--- src/rtl/comp_chunk_if.sv ---
// Handshake and verdict bundle between a chunk producer and comp_chunk_accum.
interface comp_chunk_if;
    logic start;
    logic chunk_valid;
    logic g_in;
    logic l_in;
    logic e_in;
    logic busy;
    logic done;
    logic gt;
    logic lt;
    logic eq;
    logic err;

    modport master (
        output start, chunk_valid, g_in, l_in, e_in,
        input  busy, done, gt, lt, eq, err
    );

    modport slave (
        input  start, chunk_valid, g_in, l_in, e_in,
        output busy, done, gt, lt, eq, err
    );
endinterface

--- src/rtl/comp_chunk_accum.sv ---
// Folds MSB-first 2-bit G/L/E chunk results into one registered verdict
// for a 2*NCHUNK-bit word, so one small comparator can be time-shared.
module comp_chunk_accum #(
    parameter int NCHUNK = 4
) (
    input logic         clk,
    input logic         rst,
    comp_chunk_if.slave bus
);
    localparam int CW = (NCHUNK > 1) ? $clog2(NCHUNK) : 1;
    localparam logic [CW-1:0] LAST = CW'(NCHUNK - 1);

    typedef enum logic [1:0] {IDLE, ACCUM, DONE} state_t;
    typedef enum logic [1:0] {V_EQ, V_GT, V_LT} verdict_t;

    state_t   state, state_nxt;
    verdict_t verdict, verdict_nxt;
    logic [CW-1:0] cnt, cnt_nxt;
    logic decided, decided_nxt;
    logic err_acc, err_acc_nxt;
    logic load_out, clear_out;
    logic onehot;
    logic busy_q, done_q, gt_q, lt_q, eq_q, err_q;

    assign onehot = ({bus.g_in, bus.l_in, bus.e_in} == 3'b100) ||
                    ({bus.g_in, bus.l_in, bus.e_in} == 3'b010) ||
                    ({bus.g_in, bus.l_in, bus.e_in} == 3'b001);

    always_ff @(posedge clk) begin
        if (rst) state <= IDLE;
        else     state <= state_nxt;
    end

    always_comb begin
        state_nxt   = state;
        cnt_nxt     = cnt;
        decided_nxt = decided;
        verdict_nxt = verdict;
        err_acc_nxt = err_acc;
        load_out    = 1'b0;
        clear_out   = 1'b0;
        case (state)
            IDLE: begin
                if (bus.start) begin
                    state_nxt   = ACCUM;
                    cnt_nxt     = '0;
                    decided_nxt = 1'b0;
                    verdict_nxt = V_EQ;
                    err_acc_nxt = 1'b0;
                    clear_out   = 1'b1;
                end
            end
            ACCUM: begin
                if (bus.chunk_valid) begin
                    // A malformed chunk only poisons err; the first clean G/L decides.
                    if (!onehot) begin
                        err_acc_nxt = 1'b1;
                    end else if (!decided) begin
                        if (bus.g_in) begin
                            verdict_nxt = V_GT;
                            decided_nxt = 1'b1;
                        end else if (bus.l_in) begin
                            verdict_nxt = V_LT;
                            decided_nxt = 1'b1;
                        end
                    end
                    cnt_nxt = cnt + CW'(1);
                    if (cnt == LAST) begin
                        state_nxt = DONE;
                        load_out  = 1'b1;
                    end
                end
            end
            DONE:    state_nxt = IDLE;
            default: state_nxt = IDLE;
        endcase
    end

    always_ff @(posedge clk) begin
        if (rst) begin
            cnt     <= '0;
            decided <= 1'b0;
            verdict <= V_EQ;
            err_acc <= 1'b0;
            busy_q  <= 1'b0;
            done_q  <= 1'b0;
            gt_q    <= 1'b0;
            lt_q    <= 1'b0;
            eq_q    <= 1'b0;
            err_q   <= 1'b0;
        end else begin
            cnt     <= cnt_nxt;
            decided <= decided_nxt;
            verdict <= verdict_nxt;
            err_acc <= err_acc_nxt;
            busy_q  <= (state_nxt == ACCUM);
            done_q  <= (state_nxt == DONE);
            if (clear_out) begin
                gt_q  <= 1'b0;
                lt_q  <= 1'b0;
                eq_q  <= 1'b0;
                err_q <= 1'b0;
            end else if (load_out) begin
                gt_q  <= !err_acc_nxt && (verdict_nxt == V_GT);
                lt_q  <= !err_acc_nxt && (verdict_nxt == V_LT);
                eq_q  <= !err_acc_nxt && (verdict_nxt == V_EQ);
                err_q <= err_acc_nxt;
            end
        end
    end

    assign bus.busy = busy_q;
    assign bus.done = done_q;
    assign bus.gt   = gt_q;
    assign bus.lt   = lt_q;
    assign bus.eq   = eq_q;
    assign bus.err  = err_q;
endmodule

--- src/flat_wrapper.sv ---
// flat-port wrapper written by rule: the top's interface ports become plain ports
module comp_chunk_accum_flat 
#(
    parameter int NCHUNK = 4
)
  (clk, rst, bus_start, bus_chunk_valid, bus_g_in, bus_l_in, bus_e_in, bus_busy, bus_done, bus_gt, bus_lt, bus_eq, bus_err);
  comp_chunk_if bus_i ();
  input logic clk;
  input logic rst;
  input wire logic [$bits(bus_i.start)-1:0] bus_start;
  input wire logic [$bits(bus_i.chunk_valid)-1:0] bus_chunk_valid;
  input wire logic [$bits(bus_i.g_in)-1:0] bus_g_in;
  input wire logic [$bits(bus_i.l_in)-1:0] bus_l_in;
  input wire logic [$bits(bus_i.e_in)-1:0] bus_e_in;
  output wire logic [$bits(bus_i.busy)-1:0] bus_busy;
  output wire logic [$bits(bus_i.done)-1:0] bus_done;
  output wire logic [$bits(bus_i.gt)-1:0] bus_gt;
  output wire logic [$bits(bus_i.lt)-1:0] bus_lt;
  output wire logic [$bits(bus_i.eq)-1:0] bus_eq;
  output wire logic [$bits(bus_i.err)-1:0] bus_err;
  assign bus_i.start = bus_start;
  assign bus_i.chunk_valid = bus_chunk_valid;
  assign bus_i.g_in = bus_g_in;
  assign bus_i.l_in = bus_l_in;
  assign bus_i.e_in = bus_e_in;
  assign bus_busy = bus_i.busy;
  assign bus_done = bus_i.done;
  assign bus_gt = bus_i.gt;
  assign bus_lt = bus_i.lt;
  assign bus_eq = bus_i.eq;
  assign bus_err = bus_i.err;
  comp_chunk_accum #(.NCHUNK(NCHUNK)) u_core (.clk(clk), .rst(rst), .bus(bus_i));
endmodule
--- config.mk ---
export PLATFORM = sky130hd
export DESIGN_NAME = comp_chunk_accum_flat
export DESIGN_NICKNAME = d
export VERILOG_FILES = /design/src/rtl/comp_chunk_if.sv /design/src/rtl/comp_chunk_accum.sv /design/src/flat_wrapper.sv
export SDC_FILE = /design/constraint.sdc
export NUM_CORES = 1
export LEC_CHECK = 0
export CAP_MARGIN = 40
export CORE_MARGIN = 2
export CORE_UTILIZATION = 45
export CTS_BUF_LIST = sky130_fd_sc_hd__clkbuf_2
export DETAILED_ROUTE_END_ITERATION = 12
export PLACE_DENSITY = 0.72
export SYNTH_ARGS = -nofsm -noshare
export SYNTH_HDL_FRONTEND = slang
export SYNTH_SLANG_ARGS = --single-unit
--- constraint.sdc ---
create_clock -name clk -period 2.4 [get_ports clk]
set_clock_uncertainty 0.2 [all_clocks]
set_input_delay 0.36 -clock clk [delete_from_list [all_inputs] [get_ports clk]]
set_output_delay 0.36 -clock clk [all_outputs]
set_load 0.01 [all_outputs]
Yosys cells after proc, flatten, opt, wreduce, memory -nomap -nowiden
Cells that the tools add are included.
- muxes and demuxes: 30
- add/subtract/negate cells: 1
- reduce and logical (&&, ||, !) cells: 12
- equal/unequal tests: 12
- operators with widths (kind ; count):
    2-to-1 mux 2 bit ; 11
    2-to-1 mux 1 bit ; 14
    one-hot mux 2 bit (2 select lines) ; 3
    == test 2 x 1 -> 1 bit, second input constant ; 3
    == test 2 bit, second input constant ; 3
    logical NOT 2 bit ; 2
    inequality test 2 bit, second input constant ; 2
    one-hot mux 1 bit (2 select lines) ; 2
    AND reduction 4 bit ; 1
    == test 3 x 1 -> 1 bit, second input constant ; 1
    == test 3 x 2 -> 1 bit, second input constant ; 1
    == test 3 bit, second input constant ; 1
    logical AND 1 bit ; 3
    AND reduction 3 bit ; 1
    adder 2 x 1 -> 2 bit, second input constant ; 1
    logical OR 1 bit ; 2
    inequality test 2 x 1 -> 1 bit, second input constant ; 1
    nonzero test 2 bit ; 1
    OR reduction 2 bit ; 1
    logical NOT 1 bit ; 1
- output and inout bits: 6
- logic and storage cells: 66
- bits of input ports: 7
- register bits: 14

Longest topological paths before layout
Gate-level depths: netlist of run 1.
- word-level depth: 8
- gate-level depth with buffers: 5
- gate-level depth less buffers: 5

Worst setup path before layout of run 1
Ideal clock, no wire load.
- path type: in2reg
- from: in bus_chunk_valid
- to: reg u_core.eq_q, in the netlist u_core.bus.eq
- stages on the path: 5
- data arrival time: 1.472 ns
- setup slack: 0.606 ns
- buffers on the path: 1
- setup time: 0.122 ns
- required time: 2.078 ns
- cell sequence: buf_4 > or4b_4 > or3_1 > o211ai_1 > o21ai_1
- cells in the longest elaborated chain, start to end: 4
- elaborated cells on any way between the ends: 9
- those cells by class: mux: 6; reduce/logical: 3
- RTL lines (item ; RTL line ; RTL):
    start, declared ; flat_wrapper.sv:11 ; input wire logic [$bits(bus_i.chunk_valid)-1:0] bus_chunk_valid;
    2-to-1 mux 2 bit / 2-to-1 mux 1 bit (equally long branches) ; comp_chunk_accum.sv:54 ; if (bus.chunk_valid) begin
    one-hot mux 2 bit (2 select lines) / one-hot mux 1 bit (2 select lines) (equally long branches) ; comp_chunk_accum.sv:42 ; case (state)
    logical NOT 2 bit / logical NOT 1 bit (equally long branches) ; comp_chunk_accum.sv:106 ; eq_q <= !err_acc_nxt && (verdict_nxt == V_EQ);
    logical AND 1 bit ; comp_chunk_accum.sv:106 ;
    end signal, assigned ; comp_chunk_accum.sv:106 ;
    end, declared ; comp_chunk_accum.sv:23 ; logic busy_q, done_q, gt_q, lt_q, eq_q, err_q;
Several ways; a longest one is shown, not always the timed one.
A chain may end at the register's enable or synchronous reset.

Final worst setup path of run 1
- from: in bus_g_in
- to: reg u_core.eq_q, in the netlist u_core.bus.eq
- cells in the longest elaborated chain, start to end: 8
- elaborated cells on any way between the ends: 16
- those cells by class: eq/ne: 3; mux: 8; reduce/logical: 5
- RTL lines (item ; RTL line ; RTL):
    start, declared ; flat_wrapper.sv:12 ; input wire logic [$bits(bus_i.g_in)-1:0] bus_g_in;
    == test 3 bit / == test 3 x 2 -> 1 bit (equally long branches) ; comp_chunk_accum.sv:25, comp_chunk_accum.sv:26 ;
    logical OR 1 bit ; comp_chunk_accum.sv:25 ; assign onehot = ({bus.g_in, bus.l_in, bus.e_in} == 3'b100) ||
    logical OR 1 bit ; comp_chunk_accum.sv:26 ; ({bus.g_in, bus.l_in, bus.e_in} == 3'b010) ||
    2-to-1 mux 2 bit / 2-to-1 mux 1 bit (equally long branches) ; comp_chunk_accum.sv:56 ; if (!onehot) begin
    2-to-1 mux 2 bit / 2-to-1 mux 1 bit (equally long branches) ; comp_chunk_accum.sv:54 ;
    one-hot mux 2 bit (2 select lines) / one-hot mux 1 bit (2 select lines) (equally long branches) ; comp_chunk_accum.sv:42 ;
    logical NOT 2 bit / logical NOT 1 bit (equally long branches) ; comp_chunk_accum.sv:106 ;
    logical AND 1 bit (*) ; comp_chunk_accum.sv:106 ;
Mark *: on every way between the ends. The rest lies on a longest branch, timed or not.

==> reports/results.txt, run 1 <==
The capture endpoint of the worst hold path is u_core.bus.lt. Using the TritonRoute via totals, the vias-per-cell ratio works out to 5.78. The number of hold violations in the final report was 0.

Data on the critical path is required at its endpoint by 2.37 ns. Hold repair after CTS inserted 0 buffers. The quantity of I/O buffers inserted on ports came out at 12. Hold timing on the final database bottoms out at a slack of 0.267 ns. For this run, the total global-route usage over all layers was measured as 18.2%. The floorplan has 14 rows. In this run the most critical hold path is launched from u_core.bus.lt. The worst slack at placement is 0.100 ns, and the ratio of cells with drive above 1 in the final layout is 16.0%.

The worst setup path is launched from an input pin. After layout, the worst path uses 84.7% of the clock period. The first detailed-routing pass ran for 4 iterations. The most used flip-flop cell after synthesis is sky130_fd_sc_hd__dfxtp_1. Fill cells in the final layout number 150. The number of storage elements in the synthesis netlist is 14, and the worst slew slack as a fraction of its limit is 67.7%. The run finished with clean final reports. During synthesis, Yosys emitted a total of 0 warnings.

The summed instance area of the synthesized netlist is 694 um2, and the number of sinks driven by the clock tree is 14. STA classifies the critical path endpoint as a register. The top cell type's share of synthesized area was 40.4%.

The cell accounting for the most synthesized area is sky130_fd_sc_hd__dfxtp_1. Of all flip-flops after synthesis, the portion carrying an async set or reset was 0%. The synthesized design contains 0 enable-type register cells. 0 antenna diodes ended up in the layout. The initial core utilization is 47.2%, and the area growth from synthesis to layout is 25.0%.

The initial antenna violation count was 0. Number of global-route vias before repair: 575. The run gives 13 as the count of routing violations after the opening detailed-route iteration.

Among all cell types in the netlist, the one instantiated most often is sky130_fd_sc_hd__dfxtp_1. The slew of the pin with the lowest slew margin is 0.484 ns. Across the VDD grid, the largest voltage drop is 0.000260 V. In this run the horizontal extent of the chip is 43.3 um. The number of gates resized after CTS was 0. For this design the ratio of total power to cell area is 473 nW/um2.

Critical-path cell with the highest stage delay: sky130_fd_sc_hd__or4b_4. Counting along the longest clock path gives a buffer depth of 2. Setup total negative slack on the finished layout was measured at 0 ns. The final route contains 636 vias. Clock-pin slew was measured on the worst setup and hold paths at 0.14 ns.

After synthesis, the mean cell area works out to 9.02 um2. The time the worst path needs with I/O delays and setup came out at 2.03 ns. In the post-synthesis netlist, the biggest area contributors are sky130_fd_sc_hd__dfxtp_1 40%, sky130_fd_sc_hd__nor2_1 3.8%, sky130_fd_sc_hd__xnor2_1 3.8%. For this run, the register share of the synthesized area comes to 40.4%. The number of cells on the worst reg-to-reg path is 4. The overall die height came out at 43.3 um.

The cell depth of the worst hold path is 2, and the total CTS buffers is 3. At the later pin of the worst-skew pair, clock insertion delay measures 0.26 ns. For the worst setup path, the data arrival time is 2.00 ns. The type of the most critical hold path is register to register. Once the clock tree was built, the setup fixing pass inserted 0 buffers. The number of max-cap violations is 0. Entering global routing, the biggest net connects 14 pins. The logs give 59.0% for the share of the core filled with cells and 38 for the number of distinct library cell variants in the gate-level netlist after synthesis. The run gives 0 as the residual overflow from global routing.

The number of pins with negative max-slew slack in the final report was 0; the total DRC errors in the routed layout was 0. The worst register-to-register path ends at u_core.bus.gt. The core box area is 1470 um2. Walking the worst path, the cells encountered are clkdlybuf4s50_1 > or4b_4 > or3_1 > o211ai_1 > o21ai_1. The final routed wirelength across all metal layers is 1.47 mm. At the end of routability-driven placement, the weighted congestion stood at 0.801. After technology mapping, the gate count stands at 77. For the setup slack of the most critical reg-to-reg path, the log shows 0.58 ns. Highest achievable clock rate: 492 MHz. The floorplan step defined a die boundary enclosing 1870 um2. Dividing the detail-routed wire length by the instance count gives 13.3 um. The HPWL after detailed placement is 1.08 mm. Startpoint of the most critical register-to-register path: u_core.state[0].

Once routing completed, OpenROAD measured the worst setup slack at 0.368 ns. The run gives 1 as the total number of H-tree levels. The run gives 2.52 mm as the wire length of the first global-routing pass. The tools report the final count of negative-setup-slack endpoints as 0. Ranked by instance count, the synthesized netlist is headed by 14 x sky130_fd_sc_hd__dfxtp_1, 7 x sky130_fd_sc_hd__nor2_1, 4 x sky130_fd_sc_hd__inv_1, 4 x sky130_fd_sc_hd__nand2_1. Counting every net in the synthesized netlist gives 85. By startpoint and endpoint, the worst setup path is classified as input pin to register.

Setup repair after global routing left no endpoint under its margin. 13 I/O pins were placed. The leakage dissipation was 0.000310 uW. The tools report the antenna violation net count after detailed routing as 0. TritonCTS built the clock tree. The largest stage delay on the critical path is 0.54 ns. Root cell of the clock tree: sky130_fd_sc_hd__clkbuf_2.

The net total in the final layout is 103, and the maximum fanout along the worst path is 6.
-- state kept, by name, summed over array words and instances, names as in the netlist --
| signal | cells |
|---|---|
| u_core.err_acc | 1 |
| u_core.verdict | 2 |
| u_core.state | 2 |
| u_core.bus.lt | 1 |
| u_core.bus.gt | 1 |
| u_core.decided | 1 |
| u_core.bus.eq | 1 |
| u_core.bus.err | 1 |
| u_core.bus.busy | 1 |
| u_core.bus.done | 1 |
| u_core.cnt | 2 |
-- report_power, final --
group / leakage (uW) / internal [uW] / total [uW] / switching, uW
sequential: 0.000114 / 238 / 244 / 6.57
clock: 0.0000140 / 36.2 / 108 / 71.9
combinational: 0.000182 / 30.1 / 57.8 / 27.8
total: 0.000310 / 304 / 410 / 106
-- worst max-delay path by stage --
stage	start	endpoint	depth (start not counted)	slack, ns
finish	bus_g_in	u_core.bus.eq	5	0.37
global route	bus_e_in	u_core.bus.gt	6	0.26
CTS	bus_g_in	u_core.bus.eq	5	0.40
detailed placement	bus_g_in	u_core.bus.eq	5	0.10
global placement	bus_g_in	u_core.bus.eq	5	0.12
floorplan	bus_chunk_valid	u_core.bus.eq	5	0.61
-- critical path, delay by kind of cell --
kind	cells	cell delay, ns
buffers and inverters	1	0.52
AND/OR/NAND/NOR	2	0.89
AO/OA/AOI/OAI	2	0.23
-- metal layers --
layer	track usage [%]	up-vias	part of all wire, %
li1	-	319	-
met1	25.4	293	50
met2	26.3	22	44
met3	5.11	2	5.5
met4	7.27	0	1.3
met5	0	-	0
-- layout by cell type (no fill, tap or decap), types with 2 or more instances in the layout --
cell type,instances
sky130_fd_sc_hd__buf_4,4
sky130_fd_sc_hd__o21ai_0,3
sky130_fd_sc_hd__clkbuf_2,3
sky130_fd_sc_hd__nor2_1,7
sky130_fd_sc_hd__a311oi_1,2
sky130_fd_sc_hd__nand3_1,3
sky130_fd_sc_hd__inv_1,4
sky130_fd_sc_hd__a21oi_1,3
sky130_fd_sc_hd__o21ai_1,2
sky130_fd_sc_hd__dfxtp_1,14
sky130_fd_sc_hd__nand2_1,4
sky130_fd_sc_hd__o211ai_1,2
sky130_fd_sc_hd__o21a_1,2
sky130_fd_sc_hd__xnor2_1,3
sky130_fd_sc_hd__clkdlybuf4s50_1,12
sky130_fd_sc_hd__nand4_1,3
-- logic make-up (layout without fill, tap and decap cells) --
| family | Yosys count | after routing | share of synthesized area (%) |
|---|---|---|---|
| fa+ha+maj | 1 | 1 | 1.80 |
| simple gates | 30 | 30 | 25.4 |
| xor+xnor | 3 | 3 | 3.78 |
| flops | 14 | 14 | 40.4 |
| compound gates | 21 | 21 | 22.9 |
| buf+inv | 7 | 24 | 4.32 |
| mux | 1 | 1 | 1.44 |
-- layout make-up --
cell class	instances	area, um2	share of cell area (%)
Tap cell	16	20.0	2.31
Clock buffer	3	15.0	1.73
Sequential cell	14	280	32.3
Clock inverter	1	3.75	0.432
Multi-Input combinational cell	56	384	44.2
Inverter	4	15.0	1.73
Timing Repair Buffer	16	150	17.3
-- stage by stage --
stage | instances | area [um2] | power (uW)
4_1_cts | 110 | 868 | 417
3_5_place_dp | 106 | 850 | 306
2_1_floorplan | 77 | 694 | 282
6_report | 110 | 868 | 410
5_1_grt | 110 | 868 | 437
3_3_place_gp | 106 | 850 | 306
(Power assumes the default switching activity.)
==> run 2, diff against run 1 <==
Clock period 2.4 ns to 2.12 ns, I/O delays scaled along.
==> run 2 against run 1 <==
Sequential power rose by 13%. Combinational power grew 28%. Final area grew 3.9%. Sequential cell count unchanged. Sequential share of layout area decreased by 1.2 points. Wire length up 8.9%. Die area stayed put. Via count up 4.6%. Critical path type unchanged. Largest power group unchanged. Highest routed layer unchanged.
==> reports/results.txt, run 2 (synthesis gave the netlist of run 1 again) <==
The run finished with clean final reports. Clock-pin slew was measured on the worst setup and hold paths at 0.12 ns. The total of hold buffers inserted after clock tree synthesis was 0. The most common cell after layout, fill and taps aside was sky130_fd_sc_hd__dfxtp_1. Detailed placement finished with a half-perimeter wire length of 1.20 mm.

The cell sitting at the root of the clock tree is a sky130_fd_sc_hd__clkbuf_2. The placer's final routability congestion estimate came out at 0.800. Startpoint-to-endpoint class of the critical path: input pin to register. Once detail routing completed, the nets flagged for antenna violations numbered 0. The startpoint identified for the worst register-to-register timing path is u_core.cnt[0]. The worst register-to-register path ends at u_core.bus.gt. Across all layers, the routed design uses 665 vias. In this run the tool buffered the top-level ports with 12 buffer cells. The later pin in the worst-skew pair is clocked with a latency of 0.27 ns. The logs give 13 for the total I/O pin count and 47.2% for the initial core utilization. Setup repair after global routing left no endpoint under its margin.

In the final routed layout, each cell accounts on average for 14.0 um. IR analysis of the VDD net gives a maximum drop of 0.000411 V. The total DRC errors in the routed layout was 0; the minimum setup slack in the final design was 0.193 ns. Cells with a size suffix above 1 make up 20.4% of the layout. TritonCTS built the clock tree. The kind of capture point of the worst setup path was a register. At the pin with the least slew margin, the transition time is 0.473 ns.

The clock drives 14 sinks. The worst setup path startpoint was bus_e_in. The areal power density over the cells is 519 nW/um2.

The logs give 61.3% for the share of the core filled with cells and 0 for the antenna cell count. Max-cap violations in this run came to 0. The number of pins with negative max-slew slack in the final report is 0, and the time the worst path needs with I/O delays and setup is 1.93 ns. The run gives 1 as the total number of H-tree levels. After the first detailed-routing iteration, the DRC count stood at 12. The final count of negative-setup-slack endpoints is 0, and the post-route fraction of the period consumed by the critical path is 90.9%. The worst setup path is launched from an input pin. The wire length of the first global-routing pass is 2.66 mm. In this run the register-to-register setup slack is 0.34 ns.

Static timing analysis puts the maximum clock frequency at 519 MHz. The residual overflow from global routing was 0. For the detailed-routing iteration count for the pre-antenna-repair pass, the log shows 5.

After clock tree synthesis, the setup repair step added 0 buffers. For the area of the die, the log shows 1870 um2. In this run the deepest clock path goes through 2 buffers. Leaving out fill and tap cells, the most frequent cells in the layout are 14 x sky130_fd_sc_hd__dfxtp_1, 12 x sky130_fd_sc_hd__clkdlybuf4s50_1, 9 x sky130_fd_sc_hd__buf_4. The area growth from synthesis to layout works out to 29.9%.

The core box area is 1470 um2, and the total CTS buffers is 3. The final routed wirelength across all metal layers was 1.60 mm. The depth of the worst register-to-register path is 5. For the worst setup path, the data required time is 2.14 ns. The logs give 68.4% for the worst slew slack as a fraction of its limit and 0.000333 uW for the leakage dissipation.

The number of global-route vias before repair is 622. The floorplan step set the die height to 43.3 um. Timing analysis after detailed placement gives a worst setup slack of -0.106 ns. The largest registers in the layout are u_core.cnt x2, u_core.state x2, u_core.verdict x2. Dividing the detail-routed via count by the number of cells gives 5.83. The run gives 0 as the number of hold violations in the final report. Data on the critical path arrives at its endpoint at 1.95 ns.

End point of the critical path: u_core.bus.gt. The final layout contains 108 nets. Entering global routing, the biggest net connects 9 pins.

The width of the chip is 43.3 um, and the post-cts resize count is 0. Global routing consumed, over all layers together, 19.8% of the routing resources. The initial antenna violation count was 0; the site row count was 14. The type of the most critical hold path is register to register. The maximum fanout along the worst path came out at 6.
[run 2: cell types whose count changed in the layout (fill, tap and decap cells not counted)]
cell / delta
sky130_fd_sc_hd__buf_4: +5
sky130_fd_sc_hd__clkinv_1: -1
[run 2: worst max-delay path, cell delays in order]
cell and delay (ns):
sky130_fd_sc_hd__clkdlybuf4s50_1 0.42, sky130_fd_sc_hd__buf_4 0.16, sky130_fd_sc_hd__o21a_1 0.19, sky130_fd_sc_hd__a2111oi_2 0.50
sky130_fd_sc_hd__o211ai_1 0.19, sky130_fd_sc_hd__a21oi_1 0.17
[run 2: power by group]
| part | switching, uW | total [uW] | internal (uW) |
|---|---|---|---|
| clock network | 80.3 | 119 | 38.6 |
| registers | 5.95 | 275 | 269 |
| logic | 34.5 | 74.1 | 39.7 |
[run 2: how the worst min path moves through the flow]
stage	start	endpoint	slack (ns)	depth (start not counted)
after CTS	u_core.bus.eq	u_core.bus.eq	0.27	2
after floorplan	u_core.cnt[1]	u_core.cnt[1]	0.25	2
after global routing	u_core.bus.eq	u_core.bus.eq	0.30	2
final	u_core.bus.eq	u_core.bus.eq	0.27	2
after global placement	u_core.bus.eq	u_core.bus.eq	0.25	2
after detailed placement	u_core.bus.eq	u_core.bus.eq	0.25	2
[run 2: through the flow]
step | cell area, um2 | setup TNS [ns] | hold slack, ns | power, uW | cells
2_1_floorplan | 694 | 0 | 0.254 | 319 | 77
3_3_place_gp | 887 | -0.300 | 0.247 | 353 | 111
3_5_place_dp | 887 | -0.316 | 0.255 | 354 | 111
4_1_cts | 902 | 0 | 0.272 | 471 | 114
5_1_grt | 902 | 0 | 0.301 | 489 | 114
6_report | 902 | 0 | 0.272 | 468 | 114
[run 2: final cells by class]
class                      count  area, um2
clock buffer                   3       15.0
sequential                    14        280
inverter                       4       15.0
tap                           16       20.0
fill                         148        569
timing repair buffer          21        188
multi-input combinational     56        384
[run 2: per-layer routing]
layer / track usage, % / wire length [um]
met1: 25.1 / 718
met4: 9.09 / 42
met2: 30.7 / 743
met5: 0 / 0
met3: 5.53 / 92
